<file path="src/rtl/fetch_pkg.sv">
// -----------------------------------------------------------------------------
// fetch_pkg
// Shared definitions for the instruction-fetch miss controller:
//   state_t        - controller state encoding (IDLE, FILL, RESUME)
//   LINE_WORDS_DEF - default number of 32-bit words per I-cache line
//   OFF_W          - word-offset width for the default line size
// -----------------------------------------------------------------------------
package fetch_pkg;

   typedef enum logic [1:0] {
      IDLE   = 2'd0,
      FILL   = 2'd1,
      RESUME = 2'd2
   } state_t;

   localparam int LINE_WORDS_DEF = 4;
   localparam int OFF_W          = $clog2(LINE_WORDS_DEF);

endpackage

</file>
<file path="src/rtl/fetch_miss_ctrl_if.sv">
// -----------------------------------------------------------------------------
// fetch_miss_ctrl_if
// Memory read bus between the fetch miss controller and instruction memory.
//   memReq   - read request, held until accepted        (master -> slave)
//   memAddr  - word byte-address being requested        (master -> slave)
//   memReady - memData is valid for memAddr this cycle  (slave -> master)
//   memData  - returned 32-bit word                     (slave -> master)
// -----------------------------------------------------------------------------
interface fetch_miss_ctrl_if #(
   parameter int ADDR_W = 32
);

   logic              memReq;
   logic [ADDR_W-1:0] memAddr;
   logic              memReady;
   logic [31:0]       memData;

   modport master (output memReq, memAddr, input memReady, memData);
   modport slave  (input memReq, memAddr, output memReady, memData);

endinterface

</file>
<file path="src/rtl/line_addr_gen.sv">
// -----------------------------------------------------------------------------
// line_addr_gen
// Holds the line base and word-offset counter for one refill and produces the
// current memory word address plus a flag marking the last word of the line.
//   clk, rst (sync, active-high)
//   load       - capture line base / first offset from start_addr
//   start_addr - missing PC (word-aligned byte address)
//   advance    - one word accepted; step offset modulo LINE_WORDS
//   addr       - {line base, offset, 2'b00}
//   last       - the word at addr is the LINE_WORDS-th of this refill
// Macro FETCH_MISS_CWF_EN: first offset = word offset of start_addr
// (critical word first); otherwise the refill always starts at offset 0.
// -----------------------------------------------------------------------------
module line_addr_gen
   import fetch_pkg::*;
#(
   parameter int LINE_WORDS = LINE_WORDS_DEF,
   parameter int ADDR_W     = 32
) (
   input  logic              clk,
   input  logic              rst,
   input  logic              load,
   input  logic [ADDR_W-1:0] start_addr,
   input  logic              advance,
   output logic [ADDR_W-1:0] addr,
   output logic              last
);

   localparam int OW = $clog2(LINE_WORDS);

   logic [ADDR_W-OW-3:0] line_tag;
   logic [OW-1:0]        offset;
   logic [OW-1:0]        count;   // words accepted so far; independent of the wrap point
   logic [OW-1:0]        first_off;

`ifdef FETCH_MISS_CWF_EN
   assign first_off = start_addr[OW+1:2];
   logic  unused_byte_bits;
   assign unused_byte_bits = ^start_addr[1:0];
`else
   assign first_off = '0;
   logic  unused_low_bits;
   assign unused_low_bits = ^start_addr[OW+1:0];
`endif

   // NOTE: sequential state uses non-blocking assignments so every register
   // samples pre-edge values, independent of statement order.
   always_ff @(posedge clk) begin
      if (rst) begin
         line_tag <= '0;
         offset   <= '0;
         count    <= '0;
      end else if (load) begin
         line_tag <= start_addr[ADDR_W-1:OW+2];
         offset   <= first_off;
         count    <= '0;
      end else if (advance) begin
         // LINE_WORDS is a power of two, so natural overflow is the wrap.
         offset   <= offset + 1'b1;
         count    <= count + 1'b1;
      end
   end

   assign addr = {line_tag, offset, 2'b00};
   assign last = (count == OW'(LINE_WORDS - 1));

endmodule

</file>
<file path="src/rtl/fetch_miss_ctrl.sv">
// -----------------------------------------------------------------------------
// fetch_miss_ctrl
// Instruction-fetch miss controller: on an I-cache miss it stalls fetch,
// refills the whole line from memory, then releases fetch one cycle later.
// Branch redirects arriving while stalled are deferred and replayed as a
// one-cycle redirect pulse once fetch resumes.
//   Clk, Rst (sync, active-high)
//   pcValid, pcIn, hit      - fetch stage PC and cache lookup result
//   PCSrc, branchTarget     - redirect request from execute
//   mem (master)            - memory read bus (memReq/memAddr/memReady/memData)
//   fillEn/fillAddr/fillData- cache line write port
//   stall                   - freeze PC and fetch/decode latch
//   redirect, redirectPC    - deferred redirect pulse and target
//   missCount               - saturating count of serviced misses
// Macro FETCH_MISS_CWF_EN enables critical-word-first refill order.
// -----------------------------------------------------------------------------
module fetch_miss_ctrl
   import fetch_pkg::*;
#(
   parameter int LINE_WORDS = LINE_WORDS_DEF,
   parameter int ADDR_W     = 32
) (
   input  logic                Clk,
   input  logic                Rst,
   input  logic                pcValid,
   input  logic [ADDR_W-1:0]   pcIn,
   input  logic                hit,
   input  logic                PCSrc,
   input  logic [ADDR_W-1:0]   branchTarget,
   fetch_miss_ctrl_if.master   mem,
   output logic                fillEn,
   output logic [ADDR_W-1:0]   fillAddr,
   output logic [31:0]         fillData,
   output logic                stall,
   output logic                redirect,
   output logic [ADDR_W-1:0]   redirectPC,
   output logic [31:0]         missCount
);

   state_t            state, state_nxt;
   logic              start_miss;
   logic              accept;
   logic              last;
   logic              pending;
   logic [ADDR_W-1:0] word_addr;

   line_addr_gen #(
      .LINE_WORDS (LINE_WORDS),
      .ADDR_W     (ADDR_W)
   ) u_addr_gen (
      .clk        (Clk),
      .rst        (Rst),
      .load       (start_miss),
      .start_addr (pcIn),
      .advance    (accept),
      .addr       (word_addr),
      .last       (last)
   );

   always_ff @(posedge Clk) begin
      if (Rst) state <= IDLE;
      else     state <= state_nxt;
   end

   // NOTE: every output of this block gets a default before the case so no
   // path leaves a signal unassigned, which would infer a latch.
   always_comb begin
      state_nxt  = state;
      start_miss = 1'b0;
      accept     = 1'b0;
      stall      = 1'b0;
      redirect   = 1'b0;
      mem.memReq = 1'b0;
      case (state)
         IDLE: begin
            // A replayed redirect owns this cycle; the PC being fetched is
            // about to be replaced, so a miss on it is not worth servicing.
            // A miss alongside PCSrc is wrong-path and is dropped too.
            if (pending) begin
               redirect = 1'b1;
            end else if (pcValid && !hit && !PCSrc) begin
               start_miss = 1'b1;
               stall      = 1'b1;
               state_nxt  = FILL;
            end
         end
         FILL: begin
            stall      = 1'b1;
            mem.memReq = 1'b1;
            if (mem.memReady) begin
               accept = 1'b1;
               if (last) state_nxt = RESUME;
            end
         end
         RESUME: begin
            stall     = 1'b1;
            state_nxt = IDLE;
         end
         default: state_nxt = IDLE;
      endcase
   end

   assign mem.memAddr = word_addr;
   assign fillEn      = accept;
   assign fillAddr    = word_addr;
   assign fillData    = accept ? mem.memData : 32'd0;

   // Deferred redirect: the latest PCSrc seen while stalled wins.
   always_ff @(posedge Clk) begin
      if (Rst) begin
         pending    <= 1'b0;
         redirectPC <= '0;
      end else if ((state == FILL || state == RESUME) && PCSrc) begin
         pending    <= 1'b1;
         redirectPC <= branchTarget;
      end else if (redirect) begin
         pending    <= 1'b0;
      end
   end

   always_ff @(posedge Clk) begin
      if (Rst)                                missCount <= '0;
      else if (start_miss && missCount != '1) missCount <= missCount + 32'd1;
   end

endmodule

</file>
<file path="src/flat_wrapper.sv">
// flat-port wrapper written by rule: the top's interface ports become plain ports
module fetch_miss_ctrl_flat import fetch_pkg::*;
#(
   parameter int LINE_WORDS = LINE_WORDS_DEF,
   parameter int ADDR_W     = 32
)
  (Clk, Rst, pcValid, pcIn, hit, PCSrc, branchTarget, fillEn, fillAddr, fillData, stall, redirect, redirectPC, missCount, mem_memReq, mem_memAddr, mem_memReady, mem_memData);
  fetch_miss_ctrl_if #(.ADDR_W(ADDR_W)) mem_i ();
  input  logic Clk;
  input  logic Rst;
  input  logic pcValid;
  input  logic [ADDR_W-1:0] pcIn;
  input  logic hit;
  input  logic PCSrc;
  input  logic [ADDR_W-1:0] branchTarget;
  output logic fillEn;
  output logic [ADDR_W-1:0] fillAddr;
  output logic [31:0] fillData;
  output logic stall;
  output logic redirect;
  output logic [ADDR_W-1:0] redirectPC;
  output logic [31:0] missCount;
  output wire logic [$bits(mem_i.memReq)-1:0] mem_memReq;
  output wire logic [$bits(mem_i.memAddr)-1:0] mem_memAddr;
  input wire logic [$bits(mem_i.memReady)-1:0] mem_memReady;
  input wire logic [$bits(mem_i.memData)-1:0] mem_memData;
  assign mem_memReq = mem_i.memReq;
  assign mem_memAddr = mem_i.memAddr;
  assign mem_i.memReady = mem_memReady;
  assign mem_i.memData = mem_memData;
  fetch_miss_ctrl #(.LINE_WORDS(LINE_WORDS), .ADDR_W(ADDR_W)) u_core (.Clk(Clk), .Rst(Rst), .pcValid(pcValid), .pcIn(pcIn), .hit(hit), .PCSrc(PCSrc), .branchTarget(branchTarget), .mem(mem_i), .fillEn(fillEn), .fillAddr(fillAddr), .fillData(fillData), .stall(stall), .redirect(redirect), .redirectPC(redirectPC), .missCount(missCount));
endmodule
</file>
<file path="config.mk">
export PLATFORM = sky130hd
export DESIGN_NAME = fetch_miss_ctrl_flat
export DESIGN_NICKNAME = d
export VERILOG_FILES = /design/src/rtl/fetch_pkg.sv /design/src/rtl/fetch_miss_ctrl_if.sv /design/src/rtl/line_addr_gen.sv /design/src/rtl/fetch_miss_ctrl.sv /design/src/flat_wrapper.sv
export SDC_FILE = /design/constraint.sdc
export NUM_CORES = 1
export LEC_CHECK = 0
export ABC_AREA = 1
export ABC_CLOCK_PERIOD_IN_PS = 3400
export CAP_MARGIN = 30
export CORE_AREA = 2 2 80 159
export CTS_BUF_LIST = sky130_fd_sc_hd__clkbuf_16
export DETAILED_ROUTE_END_ITERATION = 16
export DIE_AREA = 0 0 82 161
export HOLD_SLACK_MARGIN = 0.03
export PLACE_DENSITY = 0.86
export SKIP_LAST_GASP = 1
export SLEW_MARGIN = 25
export SYNTH_ARGS = -nofsm -noshare
export SYNTH_HDL_FRONTEND = slang
export SYNTH_SLANG_ARGS = --single-unit
</file>
<file path="constraint.sdc">
create_clock -name Clk -period 3.4 [get_ports Clk]
set_clock_uncertainty 0.1 [all_clocks]
set_input_delay 0.68 -clock Clk [delete_from_list [all_inputs] [get_ports Clk]]
set_output_delay 0.68 -clock Clk [all_outputs]
set_load 0.03 [all_outputs]
</file>
==> results of run 1 <==
-- state kept, by name, summed over array words and instances (netlist names) --
register / cells
u_core.missCount: 32
u_core.redirectPC: 32
u_core.u_addr_gen.line_tag: 28
u_core.state: 2
u_core.u_addr_gen.count: 2
u_core.u_addr_gen.offset: 2
u_core.pending: 1
-- final timing paths --
check | from | to | slack [ns] | cells past startpoint
setup / recovery | mem_memReady | fillEn | 0.79 | 5
hold / removal | u_core.u_addr_gen.count[1] | u_core.u_addr_gen.count[1] | 0.37 | 2
setup reg to reg | u_core.missCount[0] | u_core.missCount[0] | 1.10 | 10
hold reg to reg | u_core.u_addr_gen.count[1] | u_core.u_addr_gen.count[1] | 0.37 | 2
-- area by class of cell --
class / instances / area (um^2) / area share (%)
clock buffers: 9 / 225.2 / 2.921
clock inverters: 7 / 52.55 / 0.6816
inverters: 77 / 289.0 / 3.749
multi-input cells: 504 / 2405 / 31.19
flip-flops and latches: 99 / 1982 / 25.71
well taps: 147 / 183.9 / 2.386
repair buffers: 265 / 2572 / 33.37
-- cells in the final DEF, fill, tap and decap left out, drive strengths merged --
| master | Yosys | final |
|---|---|---|
| a21oi | 31 | 31 |
| clkinv | 0 | 2 |
| o21bai | 1 | 1 |
| nand4 | 4 | 4 |
| clkinvlp | 0 | 1 |
| clkdlybuf4s50 | 0 | 223 |
| nor3 | 6 | 6 |
| conb | 1 | 4 |
| ha | 5 | 5 |
| nand2 | 105 | 105 |
| nor2 | 244 | 244 |
| dfxtp | 99 | 99 |
| clkbuf | 21 | 9 |
| nand3b | 1 | 1 |
| buf | 42 | 42 |
| nand3 | 37 | 37 |
| inv | 77 | 81 |
| nor3b | 1 | 1 |
| or2 | 1 | 1 |
| o21ai | 61 | 61 |
| xor2 | 3 | 3 |
-- report_power, final --
part	internal, mW	leakage [nW]	switching, mW
clock	0.503	0.137	0.458
combinational	0.383	2.28	0.510
sequential	1.25	0.804	0.0563
-- per-layer routing --
layer / GRT usage, % / vias up / share of wire (%)
li1: - / 2677 / -
met1: 23.94 / 2390 / 36
met2: 41.24 / 260 / 51
met3: 7.374 / 32 / 9.6
met4: 8.333 / 0 / 2.8
met5: 0 / - / 0
-- critical path, delay by kind of cell --
| family | cells | cell delay, ns |
|---|---|---|
| buf+inv | 4 | 1.07 |
| simple gates | 1 | 0.07 |
-- cells by family (layout without fill, tap and decap cells) --
kind of cell | Yosys count | after routing | share of synthesized area [%]
buffers and inverters | 140 | 358 | 14.08
XOR/XNOR | 3 | 3 | 0.5161
AND/OR/NAND/NOR | 399 | 399 | 35.92
adder cells (fa/ha/maj) | 5 | 5 | 1.229
flip-flops | 99 | 99 | 38.92
other | 1 | 4 | 0.07364
AO/OA/AOI/OAI | 93 | 93 | 9.263
-- per-stage QoR --
step | total power, mW | instances | area (um^2) | utilization [%] | hold slack (ns)
after floorplan | 1.846 | 743 | 5104 | - | 0.3447
after global placement | 2.212 | 1092 | 7432 | 62.03 | 0.3524
after detailed placement | 2.230 | 1092 | 7432 | 62.03 | 0.3634
after CTS | 3.190 | 1108 | 7710 | 64.35 | 0.3733
after global routing | 3.301 | 1108 | 7710 | 64.35 | 0.3991
final | 3.160 | 1108 | 7710 | 64.35 | 0.3682
==> results.md, run 1 <==
| Result | Value | Unit |
| --- | --- | --- |
| Wire length of the first global-routing pass | 23680 | um |
| Sum of routed wire length over all layers | 15360 | um |
| Remaining global-route overflow | 0 | - |
| Worst-margin pin slew | 0.5931 | ns |
| Wire per inst | 13.86 | um |
| Antenna violations before repair | 0 | - |
| Post-synthesis async set-or-reset flop share | 0 | % |
| Clock-pin slew on the worst setup and hold paths | 0.07 | ns |
| Part of the Yosys area used for sequential elements | 38.92 | % |
| Post-Syn Instances | 740 | - |
| Critical Path Sink Type | primary output | - |
| Number of sinks driven by the clock tree | 99 | - |
| Vias per cell | 4.837 | - |
| Worst setup slack before clock tree synthesis | 0.7438 | ns |
| Critical path's largest stage delay | 0.42 | ns |
| Highest-delay cell along the critical path | sky130_fd_sc_hd__clkdlybuf4s50_1 | - |
| Least setup slack across all paths after layout | 0.7914 | ns |
| Final antenna-violating net count | 0 | - |
| Ratio of cells with drive above 1 in the final layout | 11.86 | % |
| Predominant post-synthesis flop cell | sky130_fd_sc_hd__dfxtp_1 | - |
| Port Buffer Count | 257 | - |
| Largest vdd supply drop | 0.2541 | mV |
| Root Buffer | sky130_fd_sc_hd__clkbuf_16 | - |
| TritonCTS Buffers | 9 | - |
| DIE WIDTH | 82 | um |
| FF+latch count, synth | 99 | - |
| Total number of vias | 5359 | - |
| Count of H-tree levels built during CTS | 3 | - |
| Leakage power total | 3.219 | nW |
| Max Buffers Root-to-Sink | 2 | - |
| Aggregate global-route resource usage | 22.91 | % |
| Ant diodes | 0 | - |
| Final clock period utilization by the worst path | 76.72 | % |
| Path type of the worst setup path | input pin to primary output | - |
| Post-route DRC violation count | 0 | - |
| Required time of the critical path | 2.62 | ns |
| Endpoints failing hold | 0 | - |
| Boundary pin count | 266 | - |
| Path category of the worst min-delay check | register to register | - |
| Top cells by count, synth | 224 x sky130_fd_sc_hd__nor2_1, 99 x sky130_fd_sc_hd__dfxtp_1, 95 x sky130_fd_sc_hd__nand2_1 | - |
| Share of Yosys cell area claimed by the top area cell type | 38.92 | % |
| Number of global-route vias before repair | 5145 | - |
| Dominant cell type by area after synthesis | sky130_fd_sc_hd__dfxtp_1 | - |
| Largest cells by area after synthesis | sky130_fd_sc_hd__dfxtp_1 39%, sky130_fd_sc_hd__nor2_1 17%, sky130_fd_sc_hd__nand2_1 7.0%, sky130_fd_sc_hd__o21ai_0 6.0%, sky130_fd_sc_hd__inv_1 5.3% | - |
| CP cell instances | clkdlybuf4s50_1 > nand2_1 > buf_4 > inv_1 > buf_4 | - |
| Highest attainable clock frequency | 383.4 | MHz |
| Setup repair after global routing missed its margin | false | - |
| Max-cap check violation count | 0 | - |
| Count of instances resized after the clock tree is built | 0 | - |
| Count of fill cells added during filler insertion | 1021 | - |
| Run status | finished, final reports clean | - |
| Worst path arrival time | 1.83 | ns |
| DPL Wire Length | 11880 | um |
| Layout-stage area growth over the synthesis result | 51.40 | % |
| Die span in y | 161 | um |
| Rel. slew slack | 60.40 | % |
| Starting density of the core | 42.50 | % |
| Total negative slack | 0 | ns |
| Peak fanout along the critical path | 35 | - |
| Post-cts hold buffer count | 0 | - |
| Number of setup violations in the final report | 0 | - |
| Number of violations reported at the end of detailed-routing iteration 0 | 279 | - |
| First-pass detailed-route iteration total | 4 | - |
| Routability Congestion | 0.8774 | - |
| Setup fix buffers added after clock tree synthesis | 0 | - |
| Worst path most repeated cell | sky130_fd_sc_hd__buf_4 | - |
| Number of nets in the layout | 1063 | - |
| Final Critical Period | 2.609 | ns |
| Number of core rows | 57 | - |
| Total power divided by cell area | 409.9 | mW/mm^2 |
| Startpoint type of the worst setup path | input pin | - |
| Placeable core region | 0.01198 | mm^2 |
| Avg Cell Area, Syn | 6.882 | um^2 |
| Full die area | 0.01320 | mm^2 |
| Maximum number of pins on one net before global-route repair | 45 | - |
| TritonCTS clock tree | done | - |
| Number of distinct library cell variants in the gate-level netlist after synthesis | 32 | - |
| Count of flip-flops with a built-in enable after synthesis | 0 | - |
| Library cell with the highest instance count after synthesis | sky130_fd_sc_hd__nor2_1 | - |
| Post-Syn Area | 0.005092 | mm^2 |
| Latest clock arrival within the worst-skew pair | 0.34 | ns |
| Slew Viols, Final | 0 | - |
| Count of warnings emitted by yosys | 0 | - |
No activity file was read; power rests on OpenSTA's default activity.
==> run 2: changes to the inputs <==
ABC_CLOCK_PERIOD_IN_PS = 2500   (was 3400)
CORE_AREA = 2 2 83 165   (was 2 2 80 159)
DIE_AREA = 0 0 85 167   (was 0 0 82 161)
PLACE_DENSITY = 0.81   (was 0.86)
clock period = 2.5 ns   (was 3.4 ns; I/O delays follow)
==> results.md, run 2 (synthesis results as in run 1) <==
| Result | Value | Unit | vs previous |
| --- | --- | --- | --- |
| Run status | finished, final reports clean | - | unchanged |
| Latest clock arrival within the worst-skew pair | 0.34 | ns | about the same |
| Number of sinks driven by the clock tree | 99 | - | unchanged |
| Start of the worst register-to-register path | u_core.missCount[0] | - | unchanged |
| Power share of the sequential group | 40.6 | % | was 41.4% |
| Count of fill cells added during filler insertion | 1143 | - | was 1021 |
| Startpoint type of the worst setup path | register | - | was input pin |
| Post-route worst hold slack | 0.3782 | ns | was 0.3682 ns |
| Wire length of the first global-routing pass | 24760 | um | was 23680 um |
| Worst path arrival time | 1.67 | ns | was 1.83 ns |
| Boundary pin count | 266 | - | unchanged |
| Vias per cell | 4.720 | - | was 4.837 |
| First-pass detailed-route iteration total | 5 | - | was 4 |
| Switching Power | 1.441 | mW | was 1.024 mW |
| Number of nets in the layout | 1069 | - | was 1063 |
| Ant diodes | 0 | - | unchanged |
| TritonCTS clock tree | done | - | unchanged |
| Number of core rows | 59 | - | was 57 |
| Layout-stage area growth over the synthesis result | 52.75 | % | was 51.40% |
| Number of cells on the worst reg-to-reg path | 9 | - | was 10 |
| Sum of routed wire length over all layers | 15520 | um | was 15360 um |
| Routability Congestion | 0.8832 | - | was 0.8774 |
| Part of the power in combinational logic | 27.6 | % | was 28.3% |
| Most frequent standard cell in the layout excluding fill and tap cells | sky130_fd_sc_hd__nor2_1 | - | unchanged |
| Terminus of the critical flop-to-flop path | u_core.missCount[22] | - | was u_core.missCount[0] |
| Number of global-route vias before repair | 5080 | - | was 5145 |
| Required time of the critical path | 1.90 | ns | was 2.62 ns |
| Final Critical Period | 2.273 | ns |  |
| Wire per inst | 13.87 | um | was 13.86 um |
| Path category of the worst min-delay check | register to register | - | unchanged |
| Clock-pin slew on the worst setup and hold paths | 0.07 | ns | about the same |
| Root Buffer | sky130_fd_sc_hd__clkbuf_16 | - | unchanged |
| Final clock period utilization by the worst path | 90.90 | % |  |
| Critical Path Sink Type | primary output | - | unchanged |
| DIE WIDTH | 85 | um | was 82 um |
| Slew Viols, Final | 0 | - | unchanged |
| Count of H-tree levels built during CTS | 3 | - | unchanged |
| Starting density of the core | 39.42 | % | was 42.50% |
| Number of setup violations in the final report | 0 | - | unchanged |
| Number of violations reported at the end of detailed-routing iteration 0 | 190 | - | was 279 |
| Port Buffer Count | 257 | - | unchanged |
| Antenna violations before repair | 0 | - | unchanged |
| Leakage power total | 3.272 | nW | was 3.219 nW |
| Full die area | 0.01420 | mm^2 | was 0.01320 mm^2 |
| Part of the power in the clock network | 31.8 | % | was 30.4% |
| Path type of the worst setup path | register to primary output | - | was input pin to primary output |
| Endpoints failing hold | 0 | - | unchanged |
| Placeable core region | 0.01292 | mm^2 | was 0.01198 mm^2 |
| Switching share of power | 32.91 | % | was 32.39% |
| DPL Wire Length | 12200 | um | was 11880 um |
| Ratio of cells with drive above 1 in the final layout | 12.62 | % | was 11.86% |
| Maximum number of pins on one net before global-route repair | 51 | - | was 45 |
| Total number of vias | 5282 | - | was 5359 |
| Setup repair after global routing missed its margin | false | - | unchanged |
| Post-route DRC violation count | 0 | - | unchanged |
| Most frequent cells in the layout | 224 x sky130_fd_sc_hd__nor2_1, 222 x sky130_fd_sc_hd__clkdlybuf4s50_1, 99 x sky130_fd_sc_hd__dfxtp_1 | - | was 224 x sky130_fd_sc_hd__nor2_1, 223 x sky130_fd_sc_hd__clkdlybuf4s50_1, 99 x sky130_fd_sc_hd__dfxtp_1 |
| Die span in y | 167 | um | was 161 um |
| Remaining global-route overflow | 0 | - | unchanged |
| Aggregate global-route resource usage | 21.75 | % | was 22.91% |
| Register-to-register setup slack | 0.43 | ns | was 1.10 ns |
| TritonCTS Buffers | 9 | - | unchanged |
| Max Buffers Root-to-Sink | 2 | - | unchanged |
| Total negative slack | 0 | ns | unchanged |
| Largest registers ranked by flip-flop count | u_core.missCount: 32 flops, u_core.redirectPC: 32 flops, u_core.u_addr_gen.line_tag: 28 flops | - | unchanged |
| Critical path capture point | fillEn | - | unchanged |
| Max-cap check violation count | 0 | - | unchanged |
| Largest vdd supply drop | 0.3847 | mV | was 0.2541 mV |
| Worst setup path startpoint | u_core.state[1] | - | was mem_memReady |
| Total power divided by cell area | 563.0 | mW/mm^2 | was 409.9 mW/mm^2 |
| P_int | 2.938 | mW | was 2.137 mW |
| Peak fanout along the critical path | 24 | - | was 35 |
| Highest attainable clock frequency | 440.0 | MHz |  |
| Final antenna-violating net count | 0 | - | unchanged |
## run 2: power by group through the flow
stage          registers [mW]  logic, mW  clock network [mW]
2_1_floorplan            2.03      0.480                   0
3_3_place_gp             1.81       1.21                   0
5_1_grt                  1.80       1.30                1.49
4_1_cts                  1.78       1.22                1.43
3_5_place_dp             1.82       1.22                   0
6_report                 1.78       1.21                1.39
## run 2: worst min path at each step
| stage | endpoint | depth (start not counted) | from |
|---|---|---|---|
| 5_1_grt | u_core.u_addr_gen.count[1] | 2 | u_core.u_addr_gen.count[1] |
| 4_1_cts | u_core.u_addr_gen.count[1] | 2 | u_core.u_addr_gen.count[1] |
| 3_5_place_dp | u_core.u_addr_gen.count[1] | 2 | u_core.u_addr_gen.count[1] |
| 6_report | u_core.u_addr_gen.count[1] | 2 | u_core.u_addr_gen.count[1] |
| 2_1_floorplan | u_core.u_addr_gen.count[1] | 2 | u_core.u_addr_gen.count[1] |
| 3_3_place_gp | u_core.u_addr_gen.count[1] | 2 | u_core.u_addr_gen.count[1] |
## run 2: area by class of cell
| type | instances | area (um^2) | share of cell area [%] |
|---|---|---|---|
| inverter | 77 | 289.0 | 3.716 |
| clock buffer | 9 | 225.2 | 2.895 |
| timing repair buffer | 271 | 2608 | 33.52 |
| multi-input combinational | 504 | 2405 | 30.92 |
| tap | 152 | 190.2 | 2.445 |
| sequential | 99 | 1982 | 25.48 |
| clock inverter | 7 | 80.08 | 1.029 |
## run 2: per-stage QoR
stage | std cells | power [mW] | area (um^2) | util [%] | setup slack (ns)
after detailed placement | 1103 | 3.035 | 7471 | 57.83 | 0.1675
after global routing | 1119 | 4.585 | 7779 | 60.21 | 0.09593
final | 1119 | 4.379 | 7779 | 60.21 | 0.2275
after CTS | 1119 | 4.429 | 7776 | 60.19 | 0.07297
after floorplan | 743 | 2.510 | 5104 | - | 0.2713
after global placement | 1103 | 3.021 | 7471 | 57.83 | 0.2065
## run 2: timing repair
item | in CTS | in global routing
endpoints found under the setup margin | 0 | 1
gates resized for setup | 0 | 1
buffers inserted | 0 | 0
hold buffers | 0 | 0
## run 2: critical path, stage by stage, from the launching register on
cell                      delay (ns)
sky130_fd_sc_hd__dfxtp_1        0.33
sky130_fd_sc_hd__inv_1          0.07
sky130_fd_sc_hd__ha_1           0.23
sky130_fd_sc_hd__nand2_1        0.10
sky130_fd_sc_hd__buf_4          0.28
sky130_fd_sc_hd__inv_1          0.13
sky130_fd_sc_hd__buf_4          0.19
## run 2: metal layers
metal / vias up / GRT usage, % / part of all wire (%) / wire, um
li1: 2692 / - / - / -
met1: 2341 / 22.00 / 36 / 5580
met2: 206 / 40.29 / 54 / 8380
met3: 43 / 5.154 / 5.7 / 886
met4: 0 / 10.77 / 4.3 / 671
met5: - / 0 / 0 / 0
